$ cat src/rtl/adder_error_monitor.sv
// Error-metric monitor for approximate 16-bit adders: recomputes the exact sum and
// accumulates error rate, max and summed error distance. Optional: ADDER_MON_FIRST_ERR_EN.
module adder_error_monitor #(
    parameter int unsigned WIDTH = 16,
    parameter int unsigned CNT_W = 32,
    parameter int unsigned ACC_W = 48
) (
    input  logic             clk,
    input  logic             rst,
    input  logic             start,
    input  logic [CNT_W-1:0] num_samples,
    input  logic             in_valid,
    output logic             in_ready,
    input  logic [WIDTH-1:0] a,
    input  logic [WIDTH-1:0] b,
    input  logic             cin,
    input  logic [WIDTH-1:0] dut_sum,
    input  logic             dut_cout,
    output logic             busy,
    output logic             done,
    output logic [CNT_W-1:0] sample_count,
    output logic [CNT_W-1:0] error_count,
    output logic [WIDTH:0]   max_ed,
    output logic [ACC_W-1:0] sum_ed,
    output logic             first_err_valid,
    output logic [WIDTH-1:0] first_err_a,
    output logic [WIDTH-1:0] first_err_b,
    output logic             first_err_cin,
    output logic [CNT_W-1:0] first_err_idx
);
    localparam int unsigned RW    = WIDTH + 1;
    localparam int unsigned SUM_W = ((ACC_W > RW) ? ACC_W : RW) + 1;
    localparam logic [ACC_W-1:0] ACC_MAX = '1;
    localparam logic [CNT_W-1:0] CNT_MAX = '1;

    typedef enum logic [1:0] {IDLE, RUN, DRAIN, DONE} state_t;

    state_t           state_q, state_d;
    logic [CNT_W-1:0] num_q, num_d, acc_q, acc_d;
    logic             in_ready_q, in_ready_d, busy_q, busy_d, done_q, done_d;
    logic             s1_valid_q, s1_valid_d, s2_valid_q, s2_valid_d;
    logic [WIDTH-1:0] s1_a_q, s1_a_d, s1_b_q, s1_b_d, s2_a_q, s2_a_d, s2_b_q, s2_b_d;
    logic             s1_cin_q, s1_cin_d, s2_cin_q, s2_cin_d;
    logic [RW-1:0]    s1_approx_q, s1_approx_d, s2_approx_q, s2_approx_d;
    logic [CNT_W-1:0] sample_count_q, sample_count_d, error_count_q, error_count_d;
    logic [RW-1:0]    max_ed_q, max_ed_d;
    logic [ACC_W-1:0] sum_ed_q, sum_ed_d;

    logic             xfer;
    logic [RW-1:0]    exact, ed;
    logic [SUM_W-1:0] sum_ext;

    // Next-state, pipeline and statistics update
    always_comb begin
        state_d        = state_q;
        num_d          = num_q;
        acc_d          = acc_q;
        s1_valid_d     = 1'b0;
        s1_a_d         = s1_a_q;
        s1_b_d         = s1_b_q;
        s1_cin_d       = s1_cin_q;
        s1_approx_d    = s1_approx_q;
        s2_valid_d     = s1_valid_q;
        s2_a_d         = s1_a_q;
        s2_b_d         = s1_b_q;
        s2_cin_d       = s1_cin_q;
        s2_approx_d    = s1_approx_q;
        sample_count_d = sample_count_q;
        error_count_d  = error_count_q;
        max_ed_d       = max_ed_q;
        sum_ed_d       = sum_ed_q;

        xfer = in_valid && in_ready_q && !start;
        if (xfer) begin
            s1_valid_d  = 1'b1;
            s1_a_d      = a;
            s1_b_d      = b;
            s1_cin_d    = cin;
            s1_approx_d = {dut_cout, dut_sum};
        end

        exact   = RW'(s2_a_q) + RW'(s2_b_q) + RW'(s2_cin_q);
        ed      = (exact >= s2_approx_q) ? (exact - s2_approx_q) : (s2_approx_q - exact);
        sum_ext = SUM_W'(sum_ed_q) + SUM_W'(ed);

        if (s2_valid_q) begin
            if (sample_count_q != CNT_MAX) sample_count_d = sample_count_q + CNT_W'(1);
            if (ed != '0 && error_count_q != CNT_MAX) error_count_d = error_count_q + CNT_W'(1);
            if (ed > max_ed_q) max_ed_d = ed;
            sum_ed_d = (sum_ext > SUM_W'(ACC_MAX)) ? ACC_MAX : ACC_W'(sum_ext);
        end

        case (state_q)
            RUN: begin
                if (xfer) acc_d = acc_q + CNT_W'(1);
                if (acc_d >= num_q) state_d = DRAIN;
            end
            DRAIN:   if (!s1_valid_q && !s2_valid_q) state_d = DONE;
            default: ;
        endcase

        // Restart wins over everything, including a same-cycle transfer and in-flight samples
        if (start) begin
            state_d        = RUN;
            num_d          = num_samples;
            acc_d          = '0;
            s1_valid_d     = 1'b0;
            s2_valid_d     = 1'b0;
            sample_count_d = '0;
            error_count_d  = '0;
            max_ed_d       = '0;
            sum_ed_d       = '0;
        end

        in_ready_d = (state_d == RUN) && (acc_d < num_d);
        busy_d     = (state_d == RUN) || (state_d == DRAIN);
        done_d     = (state_d == DONE);
    end

    always_ff @(posedge clk or posedge rst) begin
        if (rst) begin
            state_q        <= IDLE;
            num_q          <= '0;
            acc_q          <= '0;
            in_ready_q     <= 1'b0;
            busy_q         <= 1'b0;
            done_q         <= 1'b0;
            s1_valid_q     <= 1'b0;
            s1_a_q         <= '0;
            s1_b_q         <= '0;
            s1_cin_q       <= 1'b0;
            s1_approx_q    <= '0;
            s2_valid_q     <= 1'b0;
            s2_a_q         <= '0;
            s2_b_q         <= '0;
            s2_cin_q       <= 1'b0;
            s2_approx_q    <= '0;
            sample_count_q <= '0;
            error_count_q  <= '0;
            max_ed_q       <= '0;
            sum_ed_q       <= '0;
        end else begin
            state_q        <= state_d;
            num_q          <= num_d;
            acc_q          <= acc_d;
            in_ready_q     <= in_ready_d;
            busy_q         <= busy_d;
            done_q         <= done_d;
            s1_valid_q     <= s1_valid_d;
            s1_a_q         <= s1_a_d;
            s1_b_q         <= s1_b_d;
            s1_cin_q       <= s1_cin_d;
            s1_approx_q    <= s1_approx_d;
            s2_valid_q     <= s2_valid_d;
            s2_a_q         <= s2_a_d;
            s2_b_q         <= s2_b_d;
            s2_cin_q       <= s2_cin_d;
            s2_approx_q    <= s2_approx_d;
            sample_count_q <= sample_count_d;
            error_count_q  <= error_count_d;
            max_ed_q       <= max_ed_d;
            sum_ed_q       <= sum_ed_d;
        end
    end

    assign in_ready     = in_ready_q;
    assign busy         = busy_q;
    assign done         = done_q;
    assign sample_count = sample_count_q;
    assign error_count  = error_count_q;
    assign max_ed       = max_ed_q;
    assign sum_ed       = sum_ed_q;

`ifdef ADDER_MON_FIRST_ERR_EN
    logic             fe_valid_q, fe_valid_d, fe_cin_q, fe_cin_d;
    logic [WIDTH-1:0] fe_a_q, fe_a_d, fe_b_q, fe_b_d;
    logic [CNT_W-1:0] fe_idx_q, fe_idx_d;

    // Capture the first erroneous sample of a run; its index is the pre-update sample count
    always_comb begin
        fe_valid_d = fe_valid_q;
        fe_a_d     = fe_a_q;
        fe_b_d     = fe_b_q;
        fe_cin_d   = fe_cin_q;
        fe_idx_d   = fe_idx_q;
        if (start) begin
            fe_valid_d = 1'b0;
            fe_a_d     = '0;
            fe_b_d     = '0;
            fe_cin_d   = 1'b0;
            fe_idx_d   = '0;
        end else if (s2_valid_q && ed != '0 && !fe_valid_q) begin
            fe_valid_d = 1'b1;
            fe_a_d     = s2_a_q;
            fe_b_d     = s2_b_q;
            fe_cin_d   = s2_cin_q;
            fe_idx_d   = sample_count_q;
        end
    end

    always_ff @(posedge clk or posedge rst) begin
        if (rst) begin
            fe_valid_q <= 1'b0;
            fe_a_q     <= '0;
            fe_b_q     <= '0;
            fe_cin_q   <= 1'b0;
            fe_idx_q   <= '0;
        end else begin
            fe_valid_q <= fe_valid_d;
            fe_a_q     <= fe_a_d;
            fe_b_q     <= fe_b_d;
            fe_cin_q   <= fe_cin_d;
            fe_idx_q   <= fe_idx_d;
        end
    end

    assign first_err_valid = fe_valid_q;
    assign first_err_a     = fe_a_q;
    assign first_err_b     = fe_b_q;
    assign first_err_cin   = fe_cin_q;
    assign first_err_idx   = fe_idx_q;
`else
    assign first_err_valid = 1'b0;
    assign first_err_a     = '0;
    assign first_err_b     = '0;
    assign first_err_cin   = 1'b0;
    assign first_err_idx   = '0;
`endif

endmodule
$ cat config.mk
export PLATFORM = sky130hd
export DESIGN_NAME = adder_error_monitor
export DESIGN_NICKNAME = d
export VERILOG_FILES = /design/src/rtl/adder_error_monitor.sv
export SDC_FILE = /design/constraint.sdc
export NUM_CORES = 1
export LEC_CHECK = 0
export ABC_AREA = 0
export ABC_CLOCK_PERIOD_IN_PS = 30600
export CAP_MARGIN = 20
export CORE_MARGIN = 2
export CORE_UTILIZATION = 45
export CTS_CLUSTER_SIZE = 16
export DETAILED_ROUTE_END_ITERATION = 12
export GPL_ROUTABILITY_DRIVEN = 0
export PLACE_DENSITY = 0.79
export SETUP_SLACK_MARGIN = 0.15
export SYNTH_ARGS = -nofsm -noshare
export SYNTH_HDL_FRONTEND = slang
export SYNTH_SLANG_ARGS = --single-unit
export TNS_END_PERCENT = 50
$ cat constraint.sdc
create_clock -name clk -period 30.6 [get_ports clk]
set_input_delay 4.59 -clock clk [delete_from_list [all_inputs] [get_ports clk]]
set_output_delay 4.59 -clock clk [all_outputs]
set_load 0.01 [all_outputs]
==> metrics.txt, run 1 <==
hold_sp=s1_approx_q[2]; Cell Pwr Density=69.7 nW/um2; CTS Sinks=300; Final setup viols=0; adder-cell share of the synthesized area=10.8%; cells after synthesis=2133; Post-synth EDFFs=0; largest family of logic cells by synthesized area=simple AND/OR/NAND/NOR gates; setup bufs post-CTS=0; WP data required=31070 ps; Rel. slew slack=34.9%; Worst-Margin Slew=973 ps; crit path max fanout=130; area growth from synthesis to layout=18.5%; RSZ-0062 raised after global routing=no; DR vias=16000; HPWL Detailed=35100 um; Netlist cell types=86; Sum Neg Setup Slack=0 ps; internal power=963 uW; Arr. time, crit path=10450 ps; cell row count=75; Root Buffer=clkbuf_16; Seq/Total Area, Yosys=39.4%; post-route ant nets=0; TritonCTS buffer count=35; WHS Path Cells=0; nature of the critical path startpoint=input port; first-pass GRT wire length=78100 um; length of the first detailed-routing pass in iterations=6; share of cells above drive strength 1=4.66%; Clock Skew=15.1 ps; Iter 0 DRT Violations=1175; largest net degree at the start of global routing=131; ys flop type=dfrtp_1; Initial Utilization=45.6%; drt via density=5.54; r2r worst-path depth=34; min Tclk post-route=9980 ps; XOR/XNOR Fraction of Synth Area=5.69%; Final period util=32.6%; P_sw=613 uW; quantity of hold-fixing buffers added after cts=0; post-synthesis compound-gate area fraction=13.6%; clock share of power=26.9%; Final Routed Wirelength=48300 um; Setup crit end kind=register; max_cap viols=0; number of global-route vias before repair=15700; area leader, netlist=dfrtp_1; kind of critical path=in -> reg; area of the core=41900 um2; initial antenna violation count=4; Worst Hold End=s2_approx_q[2]; Wirelength per Cell=16.8 um; Cell Area, Synth=19100 um2; CTS max path bufs=3; hold crit path type=reg -> reg; CTS tree=built; Comb pwr share=44.8%; internal reg-to-reg setup slack=21150 ps; Slew Viols, Final=0; Post-synth top cells=dfrtp_1, nand2_1, nor2_1, ha_1, inv_1; share of the synthesized area in the top cell type=39.4%; Final Hold Fails=0; clk slew on worst S/H paths=70 ps; r2r startpoint=s2_a_q[0]; Flop pwr share=28.3%; most frequent cell after synthesis=dfrtp_1; NumNets Final=2563; ys async rst share=100%; die area=44100 um2; status=finished, final reports clean; Synth area leaders=dfrtp_1, ha_1, nand2_1; clock latency on the worst-skew pair=540 ps; I/O Buffers=217; R2R Path End=sum_ed[33]; fillers=3662; die width=210 um; switch share=38.9%; post-synthesis mux area share=2.83%; chip height=210 um; Synth Warn #=0; drt drc=0; Ports=284; H-tree levels=2; f_max=0.100 GHz; fin util=54.0%; cts repair resizes=0; GR Util All Layers=21.7%; Simple-Gate Fraction of Synth Area=20.2%; gr ovfl total=0; Max IR drop VDD=49.6 uV; Leakage=10.6 nW; Avg Inst Size Synth=8.94 um2; FF+latch count, synth=300
[cell usage in the layout (no fill, tap or decap), types with 8 or more instances in the layout]
| master | n |
|---|---|
| dfrtp_1 | 299 |
| nand2_1 | 294 |
| clkdlybuf4s50_1 | 216 |
| nor2_1 | 196 |
| ha_1 | 157 |
| inv_1 | 144 |
| a21oi_1 | 101 |
| xor2_1 | 79 |
| o21ai_0 | 70 |
| conb_1 | 66 |
| nand3_1 | 59 |
| o21a_1 | 53 |
| xnor2_1 | 45 |
| nor3_1 | 42 |
| nor2b_1 | 41 |
| nand4_1 | 38 |
| clkbuf_16 | 35 |
| and3_1 | 32 |
| mux2i_1 | 30 |
| a21o_1 | 29 |
| a311oi_1 | 24 |
| mux2_1 | 16 |
| o31ai_1 | 15 |
| or3_1 | 15 |
| a31oi_1 | 14 |
| buf_4 | 14 |
| a211oi_1 | 13 |
| nor4_1 | 13 |
| nand2b_1 | 13 |
| and4_1 | 12 |
| or2_2 | 10 |
| or4_1 | 10 |
| and2_1 | 9 |
| clkbuf_8 | 8 |
[cell families (layout without fill, tap and decap cells)]
logic type	count (synthesis)	in the layout
AO/OA/AOI/OAI	386	386
AND/OR/NAND/NOR	811	811
XOR/XNOR	124	124
multiplexers	51	51
flip-flops	300	300
buffers and inverters	298	438
other	1	70
adder cells (fa/ha/maj)	162	162
[how the worst max path moves through the flow]
stage | cells past startpoint | from | endpoint
6_report | 23 | start | in_ready
5_1_grt | 25 | start | in_ready
4_1_cts | 23 | start | in_ready
3_5_place_dp | 23 | start | in_ready
3_3_place_gp | 25 | start | in_ready
2_1_floorplan | 1 | rst | acc_q[0]
[metal layers]
metal | share of wire, % | wire length [um] | GRT usage (%) | vias up
met1 | 42 | 20500 | 28.0 | 7716
met2 | 47 | 22900 | 35.4 | 541
li1 | - | - | - | 7591
met3 | 6.2 | 3000 | 4.44 | 124
met5 | 0.027 | 13 | 0 | -
met4 | 3.8 | 1850 | 9.56 | 2
[flip-flops by register name, summed over array words and instances, names as in the netlist]
name,flops
num_q,32
s1_b_q,16
busy,1
s2_valid_q,1
s2_approx_q,17
sum_ed,48
s2_cin_q,1
in_ready,1
s1_a_q,16
s2_a_q,16
s2_b_q,16
max_ed,17
s1_valid_q,1
s1_approx_q,17
error_count,32
acc_q,32
s1_cin_q,1
state_q,2
done,1
sample_count,32
[power groups by stage]
| stage | clock (mW) | combinational [mW] | sequential, mW |
|---|---|---|---|
| 2_1_floorplan | 0 | 0.511 | 0.451 |
| 3_3_place_gp | 0 | 0.657 | 0.452 |
| 3_5_place_dp | 0 | 0.687 | 0.453 |
| 4_1_cts | 0.433 | 0.693 | 0.446 |
| 5_1_grt | 0.450 | 0.779 | 0.450 |
| 6_report | 0.424 | 0.706 | 0.446 |
[critical path: stages]
cell and delay (ps):
buf_6 310, nand3b_1 290, buf_4 310, nor2_1 380, nand2_1 160, nor4_1 580, and3_1 340, and4_1 270
and3_1 230, and2_1 270, nand2_1 110, xnor2_1 210, ha_1 280, a21oi_1 170, nand3_1 110, nor3_1 150
a21oi_1 140, o41ai_1 590, ha_1 250, nand2b_1 80, a211oi_1 330, nand3b_1 130, o21ai_0 150
[final cells by class]
class / count / area [um2] / area share (%)
diodes: 4 / 10.0 / 0.0443
clock buffers: 47 / 1000 / 4.43
clock inverters: 13 / 155 / 0.686
inverters: 146 / 556 / 2.46
multi-input cells: 1600 / 10400 / 46.0
flip-flops and latches: 300 / 7510 / 33.2
well taps: 539 / 674 / 2.98
repair buffers: 232 / 2310 / 10.2
[per-stage QoR]
step           hold WS [ps]  cell area [um2]  setup slack, ps  instances  total power [mW]
6_report                358            22600            20620       2881              1.58
4_1_cts                 368            22600            20680       2876              1.57
3_5_place_dp            360            21400            20100       2816              1.14
2_1_floorplan           354            19300            17720       2198             0.963
5_1_grt                 378            22600            20130       2880              1.68
3_3_place_gp            359            21400            20480       2816              1.11
Power figures use the tool's default switching activity.
==> inputs of run 2 (changes only) <==
ABC_CLOCK_PERIOD_IN_PS = 8210   (was 30600)
PLACE_DENSITY = 0.82   (was 0.79)
clock period = 8.21 ns   (was 30.6 ns; I/O delays follow)
==> run 2 against run 1 <==
Sequential share of layout area down 0.42 points. Cell count increased by 0.59%. Via count up 1.0%. Worst hold slack improved by 9.6 ps. Clock skew up 6.3 ps. Critical path depth up 12. Largest power group unchanged. Highest routed layer unchanged.
==> metrics.txt, run 2 (synthesis gave the netlist of run 1 again) <==
initial antenna violation count=2 (-2); Final Routed Wirelength=49100 um (+1.7%); CP top delay family=compound AO/OA/AOI/OAI gates; GR Util All Layers=22.1% (+0.39 points); Wirelength per Cell=16.9 um (+1.1%); I/O Buffers=217 (unchanged); H-tree levels=2 (unchanged); most frequent cells in the layout=dfrtp_1, nand2_1, clkdlybuf4s50_1; length of the first detailed-routing pass in iterations=6 (unchanged); Largest register FFs=48 (unchanged); CTS max path bufs=3 (unchanged); Worst-Margin Slew=1050 ps (+72.2 ps); first-pass GRT wire length=80300 um (+2.8%); nature of the critical path startpoint=register; share of cells above drive strength 1=6.15% (+1.5 points); drt via density=5.57 (+0.42%); most common cell after layout, fill and taps aside=dfrtp_1; min Tclk post-route=7590 ps; post-route ant nets=0 (unchanged); CTS tree=built; gr ovfl total=0 (unchanged); worst stage delay on the critical path=440 ps (-150 ps); NumNets Final=2582 (+0.74%); Final period util=92.5%; Root Buffer=clkbuf_16; Initial Utilization=45.6% (unchanged); RSZ-0062 raised after global routing=no; area of the core=41900 um2 (unchanged); hold crit path type=reg -> reg; f_max=0.132 GHz; fillers=3617 (-1.2%); Iter 0 DRT Violations=1168 (-0.60%); number of global-route vias before repair=15800 (+0.92%); cell row count=75 (unchanged); die area=44100 um2 (unchanged); HPWL Detailed=35400 um (+0.87%); Pwr Total=6.12 mW (+290%); WP data required=8650 ps (-22420 ps); status=finished, final reports clean; TritonCTS buffer count=35 (unchanged); quantity of hold-fixing buffers added after cts=0 (unchanged); area growth from synthesis to layout=20.0%; max_cap viols=0 (unchanged); die width=210 um (unchanged); most frequent CP cell=a21oi_1; Buf/Inv on CP=4 (+2); Crit-path slowest cell=fa_1; Ports=284 (unchanged); clock latency on the worst-skew pair=540 ps (about the same); clk slew on worst S/H paths=60 ps (about the same); Max IR drop VDD=155 uV (+210%); Clock Skew=21.4 ps (+6.32 ps); Final Hold Fails=0 (unchanged); kind of critical path=reg -> reg; Final Non-Filler Cells=2898 (+0.59%); Arr. time, crit path=8040 ps (-2410 ps); chip height=210 um (unchanged); Final setup viols=0 (unchanged); DR vias=16100 (+1.0%); Leakage=10.7 nW (+1.1%); Slew Viols, Final=0 (unchanged); largest net degree at the start of global routing=182 (+39%); Placed Instances=2828 (+0.43%); crit path max fanout=8 (-94%); drt drc=0 (unchanged); Cell Pwr Density=268 nW/um2 (+280%); Sum Neg Setup Slack=0 ps (unchanged); CTS Sinks=300 (unchanged); Setup crit end kind=register; Rel. slew slack=30.3% (-4.6 points)
## run 2: worst paths after layout
path	startpoint	to	slack (ps)	depth (start not counted)
worst max register to register	s2_a_q[0]	sum_ed[37]	620	35
max in group asynchronous	rst	s1_approx_q[12]	5560	4
worst min register to register	s1_approx_q[1]	s2_approx_q[1]	370	0
worst min-delay path	s1_approx_q[1]	s2_approx_q[1]	370	0
worst max-delay path	s2_a_q[0]	sum_ed[37]	620	35
min in group asynchronous	rst	sample_count[15]	1220	3
## run 2: worst reg2reg max path: cells and delay by family (launching register included)
kind / cells / cell delay [ps]
muxes: 1 / 240
AOI/OAI and AO/OA: 18 / 3750
DFF: 1 / 380
xor gates and xnor gates: 2 / 300
and+or+nand+nor: 6 / 990
adders and majority gates: 4 / 1330
buffers and inverters: 4 / 510
## run 2: where the power goes
part	internal [mW]	switching, mW	total [mW]
combinational	1.16	1.64	2.80
clock	1.00	0.653	1.66
sequential	1.59	0.0764	1.67
total	3.75	2.37	6.12
## run 2: stage by stage
step	cell area [um2]	setup WS (ps)	utilization [%]	hold slack, ps
detailed placement	21500	-16.2	51.4	359
CTS	22700	200	54.3	372
global route	22900	20.8	54.7	377
finish	22900	617	54.7	368
floorplan	19300	699	-	354
global placement	21500	234	51.4	359
## run 2: layout make-up
class / count / area, um2 / area share, %
multi-input cells: 1601 / 10500 / 45.9
flip-flops and latches: 300 / 7510 / 32.8
repair buffers: 250 / 2440 / 10.7
clock buffers: 45 / 975 / 4.26
well taps: 539 / 674 / 2.95
inverters: 146 / 552 / 2.41
clock inverters: 16 / 236 / 1.03
diodes: 1 / 2.50 / 0.0109
## run 2: layer usage
layer	routed length, um	track usage [%]	part of all wire [%]
met1	20900	29.4	43
met2	23600	36.4	48
met3	3180	3.83	6.5
met4	1380	7.87	2.8
met5	13	0	0.026
## run 2: timing repair
action	CTS	global route
gates cloned	0	2
pin swaps	1	5
gates resized for setup	4	30
endpoints found under the setup margin	38	57
setup buffers	1	4
